File: src/rtl/tx_con.sv
// Transmit controller: streams DEPTH bytes from the buffer RAM to the UART TX core,
// one byte per tx_dv/tx_done handshake, then lights the active-low completion LED.
module tx_con #(
    parameter int ADDR_W  = 15,
    parameter int DEPTH   = 32768,
    parameter int MEM_LAT = 1
) (
    input  logic              clk,
    input  logic              rst,
    input  logic              en_tx,
    output logic [ADDR_W-1:0] r_address,
    input  logic [7:0]        r_data,
    output logic              tx_dv,
    output logic [7:0]        tx_byte,
    input  logic              tx_done,
    output logic              outledTX
);

    localparam logic [ADDR_W-1:0] LAST_ADDR = ADDR_W'(DEPTH - 1);
    localparam logic [1:0]        LAT_LOAD  = 2'(MEM_LAT - 1);

    typedef enum logic [2:0] {
        IDLE,
        FETCH,
        WAIT,
        LOAD,
        BUSY,
        DONE
    } state_t;

    state_t     state;
    logic [1:0] lat_cnt;

    // tx_byte and tx_dv are registered on the WAIT->LOAD edge so both are valid
    // together for the whole LOAD cycle; the DONE check precedes the increment,
    // so the address never wraps.
    always_ff @(posedge clk or posedge rst) begin
        if (rst) begin
            state     <= IDLE;
            r_address <= '0;
            tx_byte   <= 8'h00;
            tx_dv     <= 1'b0;
            outledTX  <= 1'b1;
            lat_cnt   <= 2'd0;
        end else begin
            tx_dv <= 1'b0;
            case (state)
                IDLE: begin
                    if (en_tx) begin
                        state <= FETCH;
                    end
                end
                FETCH: begin
                    lat_cnt <= LAT_LOAD;
                    state   <= WAIT;
                end
                WAIT: begin
                    if (lat_cnt == 2'd0) begin
                        tx_byte <= r_data;
                        tx_dv   <= 1'b1;
                        state   <= LOAD;
                    end else begin
                        lat_cnt <= lat_cnt - 2'd1;
                    end
                end
                LOAD: begin
                    state <= BUSY;
                end
                BUSY: begin
                    if (tx_done) begin
                        if (r_address == LAST_ADDR) begin
                            outledTX <= 1'b0;
                            state    <= DONE;
                        end else begin
                            r_address <= r_address + 1'b1;
                            state     <= en_tx ? FETCH : IDLE;
                        end
                    end
                end
                DONE: begin
                    state <= DONE;
                end
                default: begin
                    state <= IDLE;
                end
            endcase
        end
    end

endmodule

File: config.mk
export PLATFORM = sky130hd
export DESIGN_NAME = tx_con
export DESIGN_NICKNAME = d
export VERILOG_FILES = /design/src/rtl/tx_con.sv
export SDC_FILE = /design/constraint.sdc
export NUM_CORES = 1
export LEC_CHECK = 0
export CORE_MARGIN = 2
export CORE_UTILIZATION = 48
export DETAILED_ROUTE_END_ITERATION = 8
export GPL_TIMING_DRIVEN = 0
export PLACE_DENSITY = 0.82
export SLEW_MARGIN = 20
export SYNTH_ARGS = -nofsm -noshare
export SYNTH_HDL_FRONTEND = slang
export SYNTH_SLANG_ARGS = --single-unit
File: constraint.sdc
create_clock -name clk -period 2 [get_ports clk]
set_clock_uncertainty 0.1 [all_clocks]
set_input_delay 0.3 -clock clk [delete_from_list [all_inputs] [get_ports clk]]
set_output_delay 0.3 -clock clk [all_outputs]
set_load 0.01 [all_outputs]
==> results.txt <==
Ys Warns -> 0
Max Root-Sink Buffers -> 2
Nets -> 180
Status -> finished, final reports clean
Overflow after GRT -> 0
Post_cts resized -> 0
Die H -> 59.32 um
Ys flop type -> dfrtp_1
Post-synth EDFFs -> 0
Final WL -> 2.865 mm
Initial antenna violation count -> 0
Hold WC Path Type -> in2async
Vias in the first global route -> 1095
Slew headroom -> 55.05%
RSZ-0062 raised after global routing -> no
Period minus WS final -> 1.860 ns
Cell at the slowest stage of the critical path -> nor4_1
CTS Sinks -> 30
WP data required -> 2.12 ns
Worst setup SP type -> flip-flop
R2R Setup Slk -> 0.14 ns
Drt pass-1 iters -> 2
Fin area -> 0.001937 mm^2
Hold Violations, Final -> 0
Synth top area share -> 49.40%
Area added between synthesis and finish -> 31.86%
CTS tree -> built
Initial DRC Count -> 16
Layout cells sized above 1 -> 17.96%
Fin Hold WS -> 0.2464 ns
WS Path Type -> reg2reg
Tot GR Track Use -> 18.77%
Core ar. -> 0.002978 mm^2
#FFs+latches synth -> 30
Worst path max stage delay -> 0.52 ns
Mean post-synth cell area -> 11.94 um^2
Cts bufs inserted -> 5
Reg2Reg Capture Point -> r_address[11]
CP Cell Sequence -> buf_6 -> nand4bb_4 -> nor4_1 -> nand4_1 -> xnor2_1
First-pass GRT wire length -> 4.795 mm
Worst R2R Start -> state[1]
Initial core utilization -> 49.33%
Setup Fix Bufs, Post-CTS -> 0
Largest net degree at the start of global routing -> 31
Clk Latency, worst-skew pair -> 0.34 ns
Top cells by count, synth -> 29 x dfrtp_1, 9 x mux2_2, 7 x nor2_1
Post-synth top area cell -> dfrtp_1
H-tree Lvls -> 2
Worst-path fanout max -> 10
Synth top area cells -> dfrtp_1 49%, mux2_2 6.9%, xnor2_1 3.6%
Critical path data arrival time -> 1.98 ns
Hpwl dp -> 2.171 mm
Number of routed nets with antenna violations -> 0
# setup viols final -> 0
Most frequent cell after synthesis -> dfrtp_1
Worst-margin pin slew -> 0.6681 ns
Die area -> 0.003519 mm^2
Syn Nets -> 137
Ys async rst share -> 100.0%
IO Count -> 37
Maximum VDD drop -> 0.0007033 V
Final core utilization -> 65.04%
Period utilization -> 92.99%
CTS Hold Buffers Added -> 0
Antenna diodes -> 0
Clock transition at the registers of the reported paths -> 0.10 ns
Placed cell area -> 0.001871 mm^2
Clock Tree Root -> clkbuf_4
Number of vias per cell -> 5.515
PwrDens -> 1049 mW/mm^2
Setup Total Neg Slack -> 0 ns
Count of final max-slew check failures -> 0
Drt wl/cell -> 14.33 um
Fmax -> 537.7 MHz
Reg2reg path depth -> 5
Rows -> 20
Die W -> 59.32 um
Synth cell types -> 43
Final Wtd Congestion -> 0.7934
I/O Buffers -> 36
Post-Syn Area -> 0.001469 mm^2
Seq/Total Area, Yosys -> 51.19%
Leak -> 0.0008233 uW
Max-cap viol count -> 0
CP Capture Type -> flip-flop
Cell count after synthesis -> 123
Via count -> 1103
DRC errors left -> 0
[where the power goes]
group / leakage, uW / internal, uW / switching (uW)
Clock: 0.0000353 / 170 / 209
Combinational: 0.000405 / 474 / 320
Sequential: 0.000383 / 757 / 102
Total: 0.000823 / 1400 / 631
[per-stage QoR]
stage | instances | power, uW | setup slack (ns)
4_1_cts | 200 | 2044 | 0.04884
3_3_place_gp | 192 | 1633 | -0.09117
6_report | 200 | 2031 | 0.1402
2_1_floorplan | 123 | 1324 | 0.2535
5_1_grt | 200 | 2152 | 0.003128
3_5_place_dp | 192 | 1666 | -0.1390
[cells in the final DEF, fill, tap and decap left out, types with 2 or more instances in the layout]
| cell type | instances |
|---|---|
| a21oi_1 | 2 |
| ha_1 | 2 |
| nand4_1 | 3 |
| o21a_1 | 2 |
| clkdlybuf4s50_1 | 36 |
| buf_6 | 2 |
| nor4_1 | 3 |
| o211ai_1 | 2 |
| clkbuf_1 | 3 |
| xnor2_1 | 6 |
| xor2_1 | 6 |
| mux2_2 | 9 |
| nor2_1 | 7 |
| dfrtp_1 | 29 |
| inv_1 | 3 |
| nor3_1 | 2 |
| a22o_1 | 3 |
| nor2b_1 | 2 |
| clkbuf_4 | 5 |
| nand2_1 | 6 |
| o21ai_0 | 3 |
| nand3_1 | 5 |
[worst max-delay path by stage]
stage	end	from	cells after the start
final	r_address[11]	state[1]	5
after global routing	r_address[4]	r_address[4]	4
after CTS	tx_byte[4]	lat_cnt[0]	5
after detailed placement	r_address[11]	tx_done	5
after global placement	r_address[10]	tx_done	5
after floorplan	r_address[10]	r_address[4]	5
[sequential cells by signal, indices dropped and copies added, names as in the netlist]
signal and cells:
tx_byte 8, state 3, tx_dv 1, lat_cnt 2, outledTX 1, r_address 15
[cell type report]
type / count / area [um^2]
plain buffers: 5 / 37.54
well taps: 33 / 41.29
flip-flops and latches: 30 / 752.0
clock inverters: 1 / 5.005
clock buffers: 7 / 55.05
fillers: 238 / 1041
multi-input cells: 84 / 670.6
repair buffers: 36 / 360.3
inverters: 4 / 15.01
[worst max-delay path, delay by kind of cell, from the launching register on]
family / cells / cell delay [ns]
buffers and inverters: 1 / 0.14
flip-flops: 1 / 0.38
XOR/XNOR: 1 / 0.16
AND/OR/NAND/NOR: 3 / 0.95
[kinds of logic after synthesis]
logic type,after synthesis,synth area share (%)
simple gates,40,18.31
flops,30,51.19
compound gates,19,9.370
xor+xnor,13,8.263
mux,10,7.581
buf+inv,9,3.577
fa+ha+maj,2,1.703
[metal layers]
| layer | vias to the layer above | share of wire (%) | global-route usage [%] |
|---|---|---|---|
| li1 | 531 | - | - |
| met1 | 528 | 41 | 21.23 |
| met2 | 34 | 49 | 30.30 |
| met3 | 10 | 6.5 | 6.987 |
| met4 | 0 | 2.7 | 10.71 |
| met5 | - | 0 | 0 |
(Power assumes the default switching activity.)
